===== src/rtl/cnn_pkg.sv =====
// Shared CNN pipeline constants and types.
// conv1 produces a 22x22 map of 23-bit signed results. The 2x2 max-pool
// reduces that map to 11x11.
package cnn_pkg;

    localparam int CONV1_OUT_W   = 23;
    localparam int CONV1_OUT_DIM = 22;
    localparam int POOL1_OUT_DIM = 11;

    typedef logic signed [CONV1_OUT_W-1:0] conv_word_t;

endpackage : cnn_pkg


===== src/rtl/conv1_maxpool_if.sv =====
// Streams around the conv1 max-pool stage.
//   conv side : conv_out_1 / valid_out_calc in, maxpool_ready back
//   pool side : pool_out / pool_valid / pool_last out, pool_ready back
// Modports:
//   slave  - pool stage view (consumes the conv stream, drives the pool stream)
//   master - environment view (drives the conv stream, consumes the pool stream)
interface conv1_maxpool_if #(
    parameter int DATA_W = 23
);

    logic signed [DATA_W-1:0] conv_out_1;
    logic                     valid_out_calc;
    logic                     maxpool_ready;
    logic signed [DATA_W-1:0] pool_out;
    logic                     pool_valid;
    logic                     pool_ready;
    logic                     pool_last;

    modport slave (
        input  conv_out_1, valid_out_calc, pool_ready,
        output maxpool_ready, pool_out, pool_valid, pool_last
    );

    modport master (
        output conv_out_1, valid_out_calc, pool_ready,
        input  maxpool_ready, pool_out, pool_valid, pool_last
    );

endinterface : conv1_maxpool_if


===== src/rtl/pool_out_fifo.sv =====
// Output FIFO of the conv1 max-pool stage.
// Each entry holds a pooled value together with its last-window tag.
// The head entry is kept in a register, so it holds its last value when the
// FIFO is empty. A push and a pop on the same edge keep the count unchanged,
// and the pop takes the old head.
// Ports:
//   clk, rst          clock, asynchronous active-high reset
//   push, push_data   write one entry (caller never pushes when full)
//   pop_req           pop the head if one is present
//   head, head_valid  registered head entry / FIFO non-empty
//   count_next        occupancy after this edge's push/pop (for flow control)
//   full              FIFO holds DEPTH entries
module pool_out_fifo #(
    parameter  int WIDTH = 24,
    parameter  int DEPTH = 4,
    localparam int CNT_W = $clog2(DEPTH + 1),
    localparam int PTR_W = $clog2(DEPTH)
) (
    input  logic             clk,
    input  logic             rst,
    input  logic             push,
    input  logic [WIDTH-1:0] push_data,
    input  logic             pop_req,
    output logic [WIDTH-1:0] head,
    output logic             head_valid,
    output logic [CNT_W-1:0] count_next,
    output logic             full
);

    logic [WIDTH-1:0] mem_r [DEPTH];
    logic [PTR_W-1:0] wr_ptr_r;
    logic [PTR_W-1:0] rd_ptr_r;
    logic [CNT_W-1:0] count_r;
    logic [WIDTH-1:0] head_r;
    logic             head_valid_r;

    logic             pop_s;
    logic [PTR_W-1:0] wr_ptr_next_s;
    logic [PTR_W-1:0] rd_ptr_next_s;
    logic [CNT_W-1:0] count_next_s;
    logic [CNT_W-1:0] remain_s;
    logic [WIDTH-1:0] head_next_s;

    // Circular pointer increment for a depth that need not be a power of two
    function automatic logic [PTR_W-1:0] ptr_inc(input logic [PTR_W-1:0] p);
        if (p == PTR_W'(DEPTH - 1)) begin
            return '0;
        end else begin
            return p + PTR_W'(1);
        end
    endfunction

    // Next pointers, occupancy and head entry
    always_comb begin
        pop_s         = pop_req && (count_r != CNT_W'(0));
        wr_ptr_next_s = push  ? ptr_inc(wr_ptr_r) : wr_ptr_r;
        rd_ptr_next_s = pop_s ? ptr_inc(rd_ptr_r) : rd_ptr_r;
        remain_s      = pop_s ? (count_r - CNT_W'(1)) : count_r;
        count_next_s  = push  ? (remain_s + CNT_W'(1)) : remain_s;
        head_next_s   = head_r;
        if (count_next_s == CNT_W'(0)) begin
            head_next_s = head_r;
        end else if (remain_s == CNT_W'(0)) begin
            // Nothing older survives this edge: the new entry becomes head
            head_next_s = push_data;
        end else begin
            head_next_s = mem_r[rd_ptr_next_s];
        end
    end

    // Storage array; contents are don't-care until written
    always_ff @(posedge clk) begin
        if (push) begin
            mem_r[wr_ptr_r] <= push_data;
        end
    end

    // Pointers, count and registered head
    always_ff @(posedge clk or posedge rst) begin
        if (rst) begin
            wr_ptr_r     <= '0;
            rd_ptr_r     <= '0;
            count_r      <= '0;
            head_r       <= '0;
            head_valid_r <= 1'b0;
        end else begin
            wr_ptr_r     <= wr_ptr_next_s;
            rd_ptr_r     <= rd_ptr_next_s;
            count_r      <= count_next_s;
            head_r       <= head_next_s;
            head_valid_r <= (count_next_s != CNT_W'(0));
        end
    end

    assign head       = head_r;
    assign head_valid = head_valid_r;
    assign count_next = count_next_s;
    assign full       = (count_r == CNT_W'(DEPTH));

endmodule : pool_out_fifo


===== src/rtl/pool_out_fifo_chk.sv =====
// Checker for the pool output FIFO: a push into a full FIFO would silently
// drop a pooled value, so it must never happen.
// Ports: clk, rst, push (FIFO write), full (FIFO at capacity)
module pool_out_fifo_chk (
    input logic clk,
    input logic rst,
    input logic push,
    input logic full
);

    a_no_push_when_full: assert property (@(posedge clk) disable iff (rst) !(push && full));

endmodule : pool_out_fifo_chk


===== src/rtl/conv1_maxpool.sv =====
// 2x2 stride-2 max-pool on the conv1 result stream.
// The input is a raster-order conv map (conv_out_1 / valid_out_calc). The
// stage emits one pooled value per 2x2 window through a small FIFO. It returns
// maxpool_ready, which gates the conv pipeline.
// Ports:
//   clk, rst  clock, asynchronous active-high reset
//   bus       conv1_maxpool_if.slave (conv stream in, pool stream out)
// Build option:
//   CONV1_MAXPOOL_RELU_EN - when defined, negative pooled values are pushed
//   as 0 (ReLU fused after the pool).
module conv1_maxpool
    import cnn_pkg::*;
#(
    parameter int CONV_WIDTH  = CONV1_OUT_DIM,
    parameter int CONV_HEIGHT = CONV1_OUT_DIM,
    parameter int DATA_W      = CONV1_OUT_W,
    parameter int FIFO_DEPTH  = 4
) (
    input logic            clk,
    input logic            rst,
    conv1_maxpool_if.slave bus
);

    localparam int COL_W  = $clog2(CONV_WIDTH);
    localparam int ROW_W  = $clog2(CONV_HEIGHT);
    localparam int CNT_W  = $clog2(FIFO_DEPTH + 1);
    localparam int HBUF_N = 2 ** (COL_W - 1);
    // Odd trailing column/row never pools, so the last window ends one earlier
    localparam int LAST_POOL_COL = (CONV_WIDTH / 2) * 2 - 1;
    localparam int LAST_POOL_ROW = (CONV_HEIGHT / 2) * 2 - 1;

    typedef logic signed [DATA_W-1:0] word_t;

    logic [COL_W-1:0] col_r;
    logic [ROW_W-1:0] row_r;
    logic             fresh_r;
    logic             ready_r;
    word_t            pair_r;
    word_t            rowbuf_r [HBUF_N];

    logic             consume_s;
    logic             push_s;
    logic             push_last_s;
    word_t            hmax_s;
    word_t            pooled_s;
    word_t            push_val_s;
    logic [DATA_W:0]  head_s;
    logic [CNT_W-1:0] count_next_s;
    logic             full_s;

    // Signed maximum over the full sample width; ties return the common value
    function automatic word_t smax(input word_t a, input word_t b);
        if (a > b) begin
            return a;
        end else begin
            return b;
        end
    endfunction

    // Sample consumption, pairing and pooled value
    always_comb begin
        // A held conv sample is only new if ready was high when conv advanced
        consume_s   = bus.valid_out_calc && fresh_r;
        hmax_s      = smax(pair_r, bus.conv_out_1);
        pooled_s    = smax(rowbuf_r[col_r[COL_W-1:1]], hmax_s);
        push_s      = consume_s && col_r[0] && row_r[0];
        push_last_s = (row_r == ROW_W'(LAST_POOL_ROW)) && (col_r == COL_W'(LAST_POOL_COL));
`ifdef CONV1_MAXPOOL_RELU_EN
        if (pooled_s[DATA_W-1]) begin
            push_val_s = '0;
        end else begin
            push_val_s = pooled_s;
        end
`else
        push_val_s  = pooled_s;
`endif
    end

    // Raster position, freshness and registered flow control
    always_ff @(posedge clk or posedge rst) begin
        if (rst) begin
            col_r   <= '0;
            row_r   <= '0;
            fresh_r <= 1'b0;
            ready_r <= 1'b0;
        end else begin
            fresh_r <= ready_r;
            // Threshold leaves room for pushes already in flight when ready falls
            ready_r <= (count_next_s <= CNT_W'(FIFO_DEPTH - 2));
            if (consume_s) begin
                if (col_r == COL_W'(CONV_WIDTH - 1)) begin
                    col_r <= '0;
                    if (row_r == ROW_W'(CONV_HEIGHT - 1)) begin
                        row_r <= '0;
                    end else begin
                        row_r <= row_r + ROW_W'(1);
                    end
                end else begin
                    col_r <= col_r + COL_W'(1);
                end
            end
        end
    end

    // Pair register and half-row buffer of horizontal maxima
    always_ff @(posedge clk) begin
        if (consume_s) begin
            if (!col_r[0]) begin
                pair_r <= bus.conv_out_1;
            end else if (!row_r[0]) begin
                rowbuf_r[col_r[COL_W-1:1]] <= hmax_s;
            end
        end
    end

    pool_out_fifo #(
        .WIDTH (DATA_W + 1),
        .DEPTH (FIFO_DEPTH)
    ) u_fifo (
        .clk        (clk),
        .rst        (rst),
        .push       (push_s),
        .push_data  ({push_last_s, push_val_s}),
        .pop_req    (bus.pool_ready),
        .head       (head_s),
        .head_valid (bus.pool_valid),
        .count_next (count_next_s),
        .full       (full_s)
    );

`ifndef SYNTHESIS
    pool_out_fifo_chk u_fifo_chk (
        .clk  (clk),
        .rst  (rst),
        .push (push_s),
        .full (full_s)
    );
`endif

    assign bus.pool_out      = head_s[DATA_W-1:0];
    assign bus.pool_last     = head_s[DATA_W];
    assign bus.maxpool_ready = ready_r;

endmodule : conv1_maxpool

===== src/flat_wrapper.sv =====
// flat-port wrapper written by rule: the top's interface ports become plain ports
module conv1_maxpool_flat import cnn_pkg::*;
#(
    parameter int CONV_WIDTH  = CONV1_OUT_DIM,
    parameter int CONV_HEIGHT = CONV1_OUT_DIM,
    parameter int DATA_W      = CONV1_OUT_W,
    parameter int FIFO_DEPTH  = 4
)
  (clk, rst, bus_conv_out_1, bus_valid_out_calc, bus_pool_ready, bus_maxpool_ready, bus_pool_out, bus_pool_valid, bus_pool_last);
  conv1_maxpool_if #(.DATA_W(DATA_W)) bus_i ();
  input logic clk;
  input logic rst;
  input wire logic [$bits(bus_i.conv_out_1)-1:0] bus_conv_out_1;
  input wire logic [$bits(bus_i.valid_out_calc)-1:0] bus_valid_out_calc;
  input wire logic [$bits(bus_i.pool_ready)-1:0] bus_pool_ready;
  output wire logic [$bits(bus_i.maxpool_ready)-1:0] bus_maxpool_ready;
  output wire logic [$bits(bus_i.pool_out)-1:0] bus_pool_out;
  output wire logic [$bits(bus_i.pool_valid)-1:0] bus_pool_valid;
  output wire logic [$bits(bus_i.pool_last)-1:0] bus_pool_last;
  assign bus_i.conv_out_1 = bus_conv_out_1;
  assign bus_i.valid_out_calc = bus_valid_out_calc;
  assign bus_i.pool_ready = bus_pool_ready;
  assign bus_maxpool_ready = bus_i.maxpool_ready;
  assign bus_pool_out = bus_i.pool_out;
  assign bus_pool_valid = bus_i.pool_valid;
  assign bus_pool_last = bus_i.pool_last;
  conv1_maxpool #(.CONV_WIDTH(CONV_WIDTH), .CONV_HEIGHT(CONV_HEIGHT), .DATA_W(DATA_W), .FIFO_DEPTH(FIFO_DEPTH)) u_core (.clk(clk), .rst(rst), .bus(bus_i));
endmodule

===== config.mk =====
export PLATFORM = sky130hd
export DESIGN_NAME = conv1_maxpool_flat
export DESIGN_NICKNAME = d
export VERILOG_FILES = /design/src/rtl/cnn_pkg.sv /design/src/rtl/conv1_maxpool_if.sv /design/src/rtl/pool_out_fifo.sv /design/src/rtl/pool_out_fifo_chk.sv /design/src/rtl/conv1_maxpool.sv /design/src/flat_wrapper.sv
export SDC_FILE = /design/constraint.sdc
export NUM_CORES = 1
export LEC_CHECK = 0
export BUFFER_PORTS_ARGS = -buffer_cell sky130_fd_sc_hd__buf_4
export CAP_MARGIN = 20
export CORE_MARGIN = 8
export CORE_UTILIZATION = 60
export CTS_CLUSTER_SIZE = 40
export DETAILED_ROUTE_END_ITERATION = 12
export MAX_ROUTING_LAYER = met4
export PLACE_DENSITY = 0.8
export SYNTH_ARGS = -nofsm -noshare
export SYNTH_HDL_FRONTEND = slang
export SYNTH_SLANG_ARGS = --single-unit

===== constraint.sdc =====
create_clock -name clk -period 6.85 [get_ports clk]
set_clock_uncertainty 0.15 [all_clocks]
set_input_delay 1.7125 -clock clk [delete_from_list [all_inputs] [get_ports clk]]
set_output_delay 1.7125 -clock clk [all_outputs]
set_load 0.02 [all_outputs]

==> metrics, run 1 <==
1st-iter DRT viols approximately 1900; max_cap viols 0; Rows 72; IO Count 53; vias around 14000; TritonCTS Buffers 50; fin crit period 6530 ps; clk buf depth 3; Leak Pwr 8.92 nW; GRT Total Usage between 20% and 30%; final setup fails 0; Die X 213 microns; Max Clock Freq approximately 150 MHz; crit end category flop; Final Net Count approximately 1500; unrepaired setup endpoints after global routing false; status finished, final reports clean; most frequent cells in the layout 487 x edfxtp_1, 109 x mux4_2, 103 x buf_4; synthesized area 23200 sq um; Hold Path Class flop to flop; clock sink count ~530; Post-Route WL 57.7 mm; Final period util a little over nine tenths; register area share after synthesis 67.9%; GPL Wtd Cong 0.887; grt ovf 0; Area Overhead vs Synth 12.1%; clock insertion delay at the later pin of the skew report 590 ps; post-synthesis cell type count 63; PD cells 445 nW/um^2; CP startpoint kind primary input; Worst IR Drop VDD 0.303 mV; Crit Path Max Fanout 31; max_slew headroom 29.0%; htree depth 2; clk slew on worst S/H paths 60 ps; CTS Hold Bufs 0; Core ar. 38400 sq um; layout cells sized above 1 between 20% and 30%; first-pass GRT wire length 86.6 mm; CP required 6990 ps; placed cell area between 20000 and 25000 sq um; most common cell after layout, fill and taps aside edfxtp_1; Net Count, Synth 1472; Mean Syn Cell Area 16.7 sq um; setup repair bufs after CTS 0; arrival time at the worst endpoint 6670 ps; post-synthesis register bit count 531; Die ar. 45200 sq um; routed vias/inst 6.79; vias in the first global route roughly 14000; wire per inst 28.6 microns; CTS tree built; Mapped Cells 1386; largest net degree at the start of global routing 63; Top FF cell, synth edfxtp_1; WS Path Type primary input to flop; Synth Warn # 0; Hold Fails Final Rpt 0; worst-margin pin slew 1060 ps; total negative slack 0 ps; Port Buffers 52; Post-CTS Resized 0; Async S/R FF share, synth between 8 and 9%; fin area 26000 sq um; Root Driver clkbuf_16; die height 213 microns; initial core utilization between 60% and 70%; Pins Over Slew Limit 0; detailed-placement wirelength estimate 33.9 mm; ANT nets after route 0; # DRC 0; Post-synth EDFFs between 400 and 500; initial antenna violation count 0; First-pass DRT Iterations 6
cells in the mapped netlist (all sizes together), types with 3 or more instances:
cell | instances | area share [%]
a31oi | 30 | 0.81
o31ai | 3 | 0.12
buf | 42 | 1.2
mux2 | 16 | 0.79
nor3 | 26 | 0.66
nor2 | 53 | 0.86
o221ai | 8 | 0.33
or3 | 18 | 0.49
dfrtp | 44 | 4.8
ha | 59 | 3.2
and3 | 16 | 0.43
nand2 | 94 | 1.5
clkbuf | 39 | 0.63
and2 | 19 | 0.51
a41oi | 14 | 0.53
xor2 | 4 | 0.15
inv | 52 | 0.84
o21ai | 39 | 0.84
a21o | 17 | 0.55
a211oi | 17 | 0.55
edfxtp | 487 | 63
a21oi | 41 | 0.89
xnor2 | 3 | 0.11
a22oi | 29 | 0.94
nand3 | 31 | 0.67
nand4 | 18 | 0.49
mux4 | 124 | 12
o2bb2ai | 15 | 0.57
worst max-delay path, stage by stage:
cell     delay (ps)
buf_4           110
inv_1            40
ha_1            340
buf_4           220
and4_1          240
a211o_1         290
a211o_1         280
xnor2_1         510
o21ai_0         190
buf_4           180
and2_1          140
ha_1            310
nand4_1         230
nor4_2          450
o21ai_1         160
a41o_1          270
and2_1          190
buf_4           240
o21ai_0         550
flip-flops by register name, indices dropped and copies added, names as in the netlist:
name and flops:
u_core.row_r 5, u_core.fresh_r 1, u_core.u_fifo.mem_r 96, u_core.u_fifo.head_valid 1, u_core.pair_r 23, u_core.rowbuf_r 368
u_core.u_fifo.wr_ptr_r 2, u_core.u_fifo.count_r 3, u_core.col_r 5, u_core.bus.maxpool_ready 1, u_core.u_fifo.head 24, u_core.u_fifo.rd_ptr_r 2
per-stage QoR:
step / hold WS (ps) / power (W) / setup WS (ps) / utilization, % / instances
2_1_floorplan: 344 / 0.00743 / 924 / - / 1386
3_3_place_gp: 234 / 0.00851 / 40.8 / 63.2 / 1927
3_5_place_dp: 241 / 0.00866 / -119 / 63.2 / 1927
4_1_cts: 247 / 0.0115 / 475 / 67.6 / 2019
5_1_grt: 245 / 0.0120 / 201 / 67.7 / 2021
6_report: 238 / 0.0116 / 320 / 67.7 / 2022
layout make-up:
| class | count | area [sq um] |
|---|---|---|
| diodes | 1 | 2.50 |
| clock buffers | 58 | 1290 |
| clock inverters | 34 | 380 |
| fillers | 2416 | 12400 |
| inverters | 52 | 195 |
| multi-input cells | 722 | 6900 |
| flip-flops and latches | 531 | 15700 |
| well taps | 518 | 648 |
| repair buffers | 106 | 825 |
final timing paths:
kind	start	endpoint	cells past startpoint	slack (ps)
worst max-delay path	bus_conv_out_1[22]	u_core.u_fifo.mem_r[2][10]	19	320
worst min-delay path	u_core.bus.maxpool_ready	u_core.fresh_r	0	240
worst max register to register	u_core.pair_r[22]	u_core.u_fifo.mem_r[2][10]	17	1210
worst min register to register	u_core.bus.maxpool_ready	u_core.fresh_r	0	240
max in group asynchronous	rst	u_core.col_r[1]	3	5100
min in group asynchronous	rst	u_core.row_r[0]	2	940
power by group:
part / switching [W] / total (W) / internal, W / leakage [nW]
combinational: 0.00254 / 0.00415 / 0.00161 / 3.21
sequential: 0.000275 / 0.00458 / 0.00431 / 4.90
clock: 0.00121 / 0.00283 / 0.00163 / 0.815
cells by family after synthesis:
kind of cell | share of synthesized area (%)
compound gates | 6.68
xor+xnor | 0.362
fa+ha+maj | 3.19
buf+inv | 2.67
flops | 67.9
mux | 13.1
simple gates | 6.09
per-layer routing:
metal  up-vias  global-route usage, %  share of wire (%)
li1       5737                      -                  -
met1      6880                   33.9                 37
met2       928                   42.4                 49
met3       189                   5.13                9.9
met4         0                   11.6                4.5
met5         -                      -                  0
No activity file was read; power rests on OpenSTA's default activity.
==> inputs of run 2 (changes only) <==
--- a/config.mk
+++ b/config.mk
@@ -5,6 +5,7 @@
 export SDC_FILE = /design/constraint.sdc
 export NUM_CORES = 1
 export LEC_CHECK = 0
+export ABC_CLOCK_PERIOD_IN_PS = 6850
 export BUFFER_PORTS_ARGS = -buffer_cell sky130_fd_sc_hd__buf_4
 export CAP_MARGIN = 20
 export CORE_MARGIN = 8
@@ -15,4 +16,5 @@
 export PLACE_DENSITY = 0.8
 export SYNTH_ARGS = -nofsm -noshare
 export SYNTH_HDL_FRONTEND = slang
+export SYNTH_HIERARCHICAL = 1
 export SYNTH_SLANG_ARGS = --single-unit
==> run 2 against run 1 <==
Against the previous run:
- global-route usage down 2.4 points
- final cell count up 4.2%
- routed wire length down 4.1%
- non-clock buffer count up 11
- area after synthesis up 2.9%
- synthesized cell count up 5.1%
- largest power group is now combinational cells
==> metrics, run 2 <==
fin crit period 6380 ps (-148 ps); sw power 0.00446 W (+11%); most frequent cells in the layout 487 x edfxtp_1, 115 x buf_4, 115 x mux4_2; 1st-iter DRT viols 1398 (-25%); most common cell after layout, fill and taps aside edfxtp_1; grt ovf 0 (unchanged); Critical path buffers and inverters 5 (unchanged); Core ar. 39500 sq um (+2.8%); fin area 26900 sq um (+3.6%); filler instances 2487 (+2.9%); routed vias/inst 6.56 (-3.4%); Hold Fails Final Rpt 0 (unchanged); Root Driver clkbuf_16; clock insertion delay at the later pin of the skew report 600 ps (about the same); Mean Syn Cell Area 16.4 sq um (-2.1%); htree depth 2 (unchanged); post-place setup slack -96.4 ps (+22.6 ps); synthesized area 23800 sq um (+2.9%); PD cells 471 nW/um^2 (+5.8%); CP required 7100 ps (+110 ps); Worst IR Drop VDD 0.315 mV (+3.9%); Die ar. 46400 sq um (+2.7%); Hold Path Class flop to flop; Clk pwr share 24.1% (-0.4 points); vias 13800 (+0.70%); clk slew on worst S/H paths 70 ps (about the same); Worst path max stage delay 400 ps (-150 ps); Crit Path Max Fanout 19 (-39%); Seq pwr share 36.5% (-3.1 points); clk buf depth 3 (unchanged); clock sink count 531 (unchanged); CP startpoint kind primary input; largest net degree at the start of global routing 75 (+19%); detailed-placement wirelength estimate 31.7 mm (-6.4%); Final Net Count 1624 (+4.8%); Crit path max-delay family simple AND/OR/NAND/NOR gates; First-pass DRT Iterations 5 (-1); Internal 0.00821 W (+8.9%); crit end category flop; setup repair bufs after CTS 0 (unchanged); ANT nets after route 0 (unchanged); Sw Share 35.2% (+0.40 points); WS Path Type primary input to flop; Area Overhead vs Synth 12.9%; initial core utilization 60.4% (about the same); # DRC 0 (unchanged); Post-CTS Resized 0 (unchanged); CP most frequent cell nand4_1; Storage cell area 15700 sq um (about the same); placed cell area 25100 sq um (+3.3%); IO Count 53 (unchanged); die height 215 microns (+1.3%); initial antenna violation count 2 (+2); final setup fails 0 (unchanged); first-pass GRT wire length 84.3 mm (-2.7%); layout cells sized above 1 26.5% (+3.8 points); GRT Total Usage 24.3% (-2.4 points); CP max-delay cell mux2i_4; Post-Route WL 55.4 mm (-4.1%); Die X 215 microns (+1.3%); worst-margin pin slew 1120 ps (+57.2 ps); GPL Wtd Cong 0.869 (-2.0%); CTS tree built; Pins Over Slew Limit 0 (unchanged); vias in the first global route 14000 (+0.88%); Max Clock Freq 157 MHz (+2.3%); wire per inst 26.3 microns (-8.0%); max_cap viols 0 (unchanged); Mapped Cells 1456 (+5.1%); CTS Hold Bufs 0 (unchanged); Rows 73 (+1.4%); unrepaired setup endpoints after global routing false; Multi-input gate area 7540 sq um (+9.2%); max_slew headroom 25.0% (-4.0 points); Synth Warn # 6 (+6); crit-path cells buf_4 -> inv_1 -> ha_1 -> nand4_1 -> nor4_4 -> o221ai_2 -> a31oi_4 -> buf_4 -> mux2i_1 -> a21oi_2 -> inv_1 -> ha_1 -> and3_1 -> nand4_1 -> nor3_1 -> o21ai_1 -> nand4_1 -> mux2i_4 -> buf_12 -> mux2_2 -> a32oi_1 -> a31oi_1; arrival time at the worst endpoint 6640 ps (-30 ps); Logic pwr share 39.4% (+3.5 points); total negative slack 0 ps (unchanged); TritonCTS Buffers 53 (+6.0%); Net Count, Synth 1542 (+4.8%); Leak Pwr 9.46 nW (+6.0%); Port Buffers 52 (unchanged); final worst slack 467 ps (+148 ps); status finished, final reports clean; Largest register FFs 368 (unchanged); Final period util 93.2% (-2.2 points)
==> run 2: worst paths after layout <==
path	start	to	slack, ps	cells past startpoint
worst min register to register	u_core/bus.maxpool_ready	u_core/fresh_r	260	0
worst min-delay path	u_core/bus.maxpool_ready	u_core/fresh_r	260	0
worst max-delay path	bus_conv_out_1[18]	u_core/u_fifo/head[20]	470	22
max in group asynchronous	rst	u_core/u_fifo/rd_ptr_r[1]	5070	3
min in group asynchronous	rst	u_core/bus.maxpool_ready	1000	2
worst max register to register	u_core/pair_r[22]	u_core/u_fifo/head[20]	1260	20
==> run 2: through the flow <==
step	total power (W)	std cells	utilization, %	hold WS, ps
5_1_grt	0.0132	2107	68.2	273
6_report	0.0127	2107	68.2	258
3_3_place_gp	0.00938	2008	63.5	237
3_5_place_dp	0.00958	2008	63.5	246
4_1_cts	0.0127	2106	68.2	264
2_1_floorplan	0.00800	1456	-	344
==> run 2: metal layers <==
layer | track usage (%) | vias up | share of wire (%) | wire length [microns]
met4 | 6.81 | 0 | 2.1 | 1140
met3 | 4.48 | 85 | 9.4 | 5200
met1 | 31.5 | 7030 | 39 | 21400
li1 | - | 5937 | - | -
met2 | 39.5 | 778 | 50 | 27600
met5 | - | - | 0 | 0
==> run 2: area by class of cell <==
cell class	instances	area share, %
sequential	531	58.5
multi-input combinational	775	28.0
clock buffer	56	4.97
timing repair buffer	117	3.36
tap	525	2.44
clock inverter	42	1.86
inverter	60	0.837
antenna	1	0.00930
==> run 2: power groups by stage <==
stage / combinational (W) / clock [W] / sequential, W
finish: 0.00499 / 0.00306 / 0.00462
global route: 0.00533 / 0.00322 / 0.00466
CTS: 0.00495 / 0.00309 / 0.00463
detailed placement: 0.00488 / 0 / 0.00469
global placement: 0.00470 / 0 / 0.00468
floorplan: 0.00345 / 0 / 0.00456
==> run 2: worst register-to-register path: cells and delay by family (launching register included) <==
kind / cells / cell delay, ps
fa+ha+maj: 2 / 780
mux: 3 / 970
buf+inv: 3 / 640
compound gates: 6 / 1110
simple gates: 6 / 1320
flops: 1 / 440
